## src/rtl/fft_pkg.sv

```systemverilog
// Shared FFT types, sizes and the twiddle table generator.
// Twiddles are W = exp(-j*2*pi*e/N) in signed fixed point.
package fft_pkg;

  localparam int FFT_LOG2N = 4;
  localparam int DATA_WIDTH = 16;
  localparam int TWIDDLE_POWER = 16;
  localparam int TW_MAX = 2 ** (TWIDDLE_POWER - 1) - 1;

  localparam int MAX_LOG2N = 10;
  localparam int TAB_AW = MAX_LOG2N - 1;
  localparam int TAB_SIZE = 1 << TAB_AW;

  localparam real PI = 3.14159265358979323846;

  typedef struct packed {
    logic signed [TWIDDLE_POWER-1:0] cos;
    logic signed [TWIDDLE_POWER-1:0] sin;
  } twiddle_t;

  typedef twiddle_t [TAB_SIZE-1:0] twiddle_tab_t;

  typedef struct packed {
    logic                  valid;
    logic                  sw;
    logic [DATA_WIDTH-1:0] data;
  } pipe_t;

  localparam twiddle_t TW_ONE = '{
    cos: TWIDDLE_POWER'(TW_MAX),
    sin: '0
  };

  function automatic logic signed [TWIDDLE_POWER-1:0]
    round_sat(real x);
    int r;
    r = (x >= 0.0) ? $rtoi(x + 0.5)
                   : -$rtoi(0.5 - x);
    if (r > TW_MAX) r = TW_MAX;
    if (r < -TW_MAX) r = -TW_MAX;
    return TWIDDLE_POWER'(r);
  endfunction

  function automatic twiddle_t
    twiddle_entry(int e, int log2n);
    twiddle_t t;
    real ang;
    real scale;
    scale = real'(TW_MAX + 1);
    ang = 2.0 * PI * real'(e)
        / real'(1 << log2n);
    t.cos = round_sat($cos(ang) * scale);
    t.sin = -round_sat($sin(ang) * scale);
    return t;
  endfunction

  function automatic twiddle_tab_t
    twiddle_table(int log2n);
    twiddle_tab_t t;
    t = '0;
    for (int e = 0; e < (1 << (log2n - 1)); e++)
      t[e] = twiddle_entry(e, log2n);
    return t;
  endfunction

endpackage

```

## src/rtl/twiddle_rom.sv

```systemverilog
// Synchronous-read twiddle table, N/2 entries indexed by exponent.
// One cycle from addr to data.
module twiddle_rom
  import fft_pkg::*;
#(
  parameter int LOG2N = FFT_LOG2N
) (
  input  logic                clk,
  input  logic                rst_n,
  input  logic [(LOG2N > 1 ? LOG2N-1 : 1)-1:0] addr,
  output twiddle_t            data
);

  localparam twiddle_tab_t TABLE =
    twiddle_table(LOG2N);

  always_ff @(posedge clk or negedge rst_n) begin
    if (!rst_n) data <= TW_ONE;
    else        data <= TABLE[TAB_AW'(addr)];
  end

endmodule

```

## src/rtl/twiddle_gen.sv

```systemverilog
// SDF stage twiddle generator: pairs re/im samples, tracks the pair
// index and delivers the twiddle aligned with the im sample.
module twiddle_gen
  import fft_pkg::*;
#(
  parameter int LOG2N = FFT_LOG2N,
  parameter int STAGE = 0
) (
  input  logic                  clk,
  input  logic                  rst_n,
  input  logic                  in_valid,
  input  logic                  sof,
  input  logic [DATA_WIDTH-1:0] din,
  output logic                  out_valid,
  output logic [DATA_WIDTH-1:0] dout,
  output logic                  sw,
  output twiddle_t              twiddle,
  output logic                  pair_err
);

  localparam int N = 1 << LOG2N;
  localparam int M = N >> STAGE;
  localparam int AW = LOG2N > 1 ? LOG2N - 1 : 1;
  localparam logic [LOG2N-1:0] HALF = LOG2N'(M / 2);
  localparam logic [LOG2N-1:0] LAST = LOG2N'(M - 1);

  logic             phase;
  logic [LOG2N-1:0] j;
  logic             cur_phase;
  logic [LOG2N-1:0] cur_j;
  logic [LOG2N-1:0] j_next;
  logic [LOG2N-1:0] off;
  logic [AW-1:0]    e;
  pipe_t            s1;
  twiddle_t         rom_data;

  // sof overrides the running state for the sample it marks
  always_comb begin
    cur_phase = phase;
    cur_j     = j;
    if (in_valid && sof) begin
      cur_phase = 1'b0;
      cur_j     = '0;
    end
  end

  always_comb begin
    off    = cur_j - HALF;
    e      = '0;
    if (cur_j >= HALF) e = AW'(off << STAGE);
    j_next = (cur_j == LAST) ? '0 : cur_j + 1'b1;
  end

  always_ff @(posedge clk or negedge rst_n) begin
    if (!rst_n) begin
      phase    <= 1'b0;
      j        <= '0;
      pair_err <= 1'b0;
    end else if (in_valid) begin
      phase <= ~cur_phase;
      j     <= cur_phase ? j_next : cur_j;
      if (sof && phase) pair_err <= 1'b1;
    end else if (phase) begin
      pair_err <= 1'b1;
    end
  end

  twiddle_rom #(
    .LOG2N (LOG2N)
  ) u_rom (
    .clk   (clk),
    .rst_n (rst_n),
    .addr  (e),
    .data  (rom_data)
  );

  always_ff @(posedge clk or negedge rst_n) begin
    if (!rst_n) begin
      s1 <= '0;
    end else begin
      s1.valid <= in_valid;
      s1.sw    <= in_valid & cur_phase;
      s1.data  <= din;
    end
  end

  always_ff @(posedge clk or negedge rst_n) begin
    if (!rst_n) begin
      out_valid <= 1'b0;
      sw        <= 1'b0;
      dout      <= '0;
      twiddle   <= TW_ONE;
    end else begin
      out_valid <= s1.valid;
      sw        <= s1.sw;
      dout      <= s1.data;
      if (s1.valid && s1.sw) twiddle <= rom_data;
    end
  end

endmodule
```

## config.mk

```make
export PLATFORM = sky130hd
export DESIGN_NAME = twiddle_gen
export DESIGN_NICKNAME = d
export VERILOG_FILES = /design/src/rtl/fft_pkg.sv /design/src/rtl/twiddle_rom.sv /design/src/rtl/twiddle_gen.sv
export SDC_FILE = /design/constraint.sdc
export NUM_CORES = 1
export LEC_CHECK = 0
export ABC_CLOCK_PERIOD_IN_PS = 1500
export CAP_MARGIN = 20
export CORE_ASPECT_RATIO = 1.4
export CORE_MARGIN = 1
export CORE_UTILIZATION = 44
export DETAILED_ROUTE_END_ITERATION = 10
export GPL_ROUTABILITY_DRIVEN = 0
export HOLD_SLACK_MARGIN = 0.12
export PLACE_DENSITY = 0.75
export SLEW_MARGIN = 20
export SYNTH_ARGS = -nofsm -noshare
export SYNTH_HDL_FRONTEND = slang
export SYNTH_SLANG_ARGS = --single-unit
```

## constraint.sdc

```tcl
create_clock -name clk -period 1.5 [get_ports clk]
set_clock_uncertainty 0.1 [all_clocks]
set_input_delay 0.3 -clock clk [delete_from_list [all_inputs] [get_ports clk]]
set_output_delay 0.3 -clock clk [all_outputs]
set_load 0.03 [all_outputs]
```

==> results.cfg <==
[yosys]
ys_ff_latch = 84
synthArstFlopShare_pct = 100
seq_area_frac_synth_pct = 72.9
synthDistinctLibCells = 33
syn_area_per_cell_um2 = 15.6
synth_edf_count = 0
synthesis.nets = 214
synthTopCellsByArea = dfrtp_1 (53%), dfstp_2 (20%), mux2_2 (8.5%), ha_1 (3.0%), buf_4 (2.8%)
syn-instance-count = 187
yosysWarnings = 0
yosys.area.top_type = dfrtp_1
yosysTopAreaCellShare_pct = 53.1
syn_area_um2 = 2920
ys.flop_type = dfrtp_1

[worst_hold_path]
whs_path_depth = 2
min-delay-path-class = input port to flip-flop
hp-start = in_valid

[layout]
syn_to_final_growth_pct = 37.2
drive_above_1_share_pct = 48.9
final_cell_mix = dfrtp_1 (61), buf_4 (27), mux2_2 (22), dfstp_2 (22), clkdlybuf4s50_1 (16)
nNetsFinal = 298
fin_area_um2 = 4010
fillerInstances = 485
regArea_um2 = 2130
diodes = 0
mostFrequentLayoutCell = dfrtp_1
multi_input_area_um2 = 698

[floorplan]
ioPinCount = 71
core_region_area_um2 = 6300
initial_core_util_pct = 46.4
die_x_um = 70.9
die-area_um2 = 6980
rows = 34
die_y_um = 98.4

[sta]
hold_violations = 0
fmax_mhz = 672
period_minus_slack_ns = 1.49
min_period_over_period_pct = 99.2
slew_viol_final = 0
rsz0062_at_grt = yes
setup_viol = 0
finalSetupTns_ns = 0

[job]
drv_cap = 0

[setup_path]
max_stage_delay_ns = 0.59
start_kind = flip-flop
path_depth = 1
critPathArrivalTime_ns = 1.09
crit_fanout = 4
critical_path_class = flip-flop to output pin
end_kind = output pin
cp_data_required_time_ns = 1.10
crit_buf_inv = 1
ff2ff_path_depth = 4
rr_startpoint = j[3]
cp-startpoint = twiddle[21]
slowest_stage = dfstp_2
crit_chain = buf_6
cp_top_family = flip-flops

[run_status]
violations = design-rule violations
status = complete, but fails checks

[power]
power_density_nw_per_um2 = 1300
vdd_drop_max_uv = 608
leakagePower_nw = 1.91

[grt]
grt_overflow = 0
antenna_found_initial = 0
grt_usage_pct = 16.1
grt_max_degree = 28
grt_pass1_vias = 1757
grt_pass1_wl_um = 8430

[cts]
clk_latency_ns = 0.35
cts_tree = done
h-tree-depth = 3
cts.sinks = 84
clockRootBuffer = clkbuf_8
clk_pin_slew_worst_paths_ns = 0.09
numCtsBuffers = 9
clockBufferDepth = 2

[route]
routed_via_density = 4.88
drt-pass1-iter-count = 9
drc = 16
routed_wl_um = 4850
wire_per_inst_um = 13.9
drtIter0Drc = 115
vias = 1699
ant_nets = 0

[place]
dpl-instance-area_um2 = 3790
dp_hpwl_um = 3320
portBuffers = 69
[flip-flops by register name (all words and copies together) (netlist names)]
| register | cells |
|---|---|
| out_valid | 1 |
| s1 | 18 |
| twiddle | 21 |
| sw | 1 |
| pair_err | 1 |
| u_rom.data | 21 |
| phase | 1 |
| j | 4 |
| dout | 16 |
[area by class of cell]
| type | count | share of cell area (%) |
|---|---|---|
| clock buffer | 10 | 3.43 |
| clock inverter | 6 | 1.81 |
| inverter | 6 | 0.561 |
| multi-input combinational | 80 | 17.4 |
| sequential | 84 | 53.1 |
| tap | 72 | 2.25 |
| timing repair buffer | 90 | 21.4 |
[synth_stat cells, types with 2 or more instances]
| cell | instances |
|---|---|
| buf_4 | 11 |
| inv_1 | 6 |
| buf_2 | 4 |
| dfrtp_1 | 62 |
| nor2_1 | 4 |
| a21oi_1 | 10 |
| nand2_1 | 9 |
| mux2_2 | 22 |
| dfstp_2 | 22 |
| ha_1 | 7 |
| a221o_1 | 2 |
| mux2_4 | 2 |
| nor3_1 | 6 |
[worst paths after layout]
check,slack [ns],endpoint
setup / recovery,0.01,twiddle[20]
hold / removal,0.19,s1[17]
setup reg to reg,0.02,u_rom.data[10]
hold reg to reg,0.25,dout[14]
max in group asynchronous,0.47,u_rom.data[23]
min in group asynchronous,0.29,s1[7]
[stage by stage]
| stage | util, % | std cells | hold WS [ns] | setup slack [ns] | power, mW |
|---|---|---|---|---|---|
| CTS | 64.1 | 347 | 0.248 | -0.0104 | 5.29 |
| detailed placement | 60.2 | 329 | 0.125 | -0.382 | 3.61 |
| global route | 63.7 | 348 | 0.178 | -0.0337 | 5.48 |
| floorplan | - | 187 | -0.0956 | 0.00219 | 3.18 |
| finish | 63.7 | 348 | 0.190 | 0.0125 | 5.23 |
| global placement | 60.2 | 329 | 0.125 | -0.353 | 3.59 |
[metal layers]
metal	wire length, µm	part of all wire [%]	track usage, %	up-vias
met5	0	0	0	-
met4	114	2.4	8.77	0
met3	347	7.2	4.50	9
met2	2410	50	25.2	59
met1	1980	41	20.1	852
li1	-	-	-	779
[what timing repair did]
| action | 4_1_cts | 5_1_grt |
|---|---|---|
| setup buffers | 1 | 1 |
| setup endpoints to repair | 39 | 36 |
| resized for setup | 65 | 42 |
| hold endpoints to repair | 63 | 0 |
| pin swaps | 0 | 4 |
| hold buffers | 1 | 0 |
[cells by family (layout without fill, tap and decap cells)]
group	count (synthesis)	after routing	synth area share, %
AOI/OAI and AO/OA	19	19	4.62
DFF	84	84	72.9
adders and majority gates	7	7	3.00
buffers and inverters	23	112	4.79
other	1	1	0.128
and+or+nand+nor	27	27	4.45
xor gates and xnor gates	1	1	0.300
muxes	25	25	9.85
[power breakdown]
part	internal, mW	leakage, nW	switching (mW)
combinational	0.436	0.803	0.522
clock	0.832	0.108	0.815
sequential	2.50	1.00	0.125
total	3.77	1.91	1.46
Power figures use the tool's default switching activity.
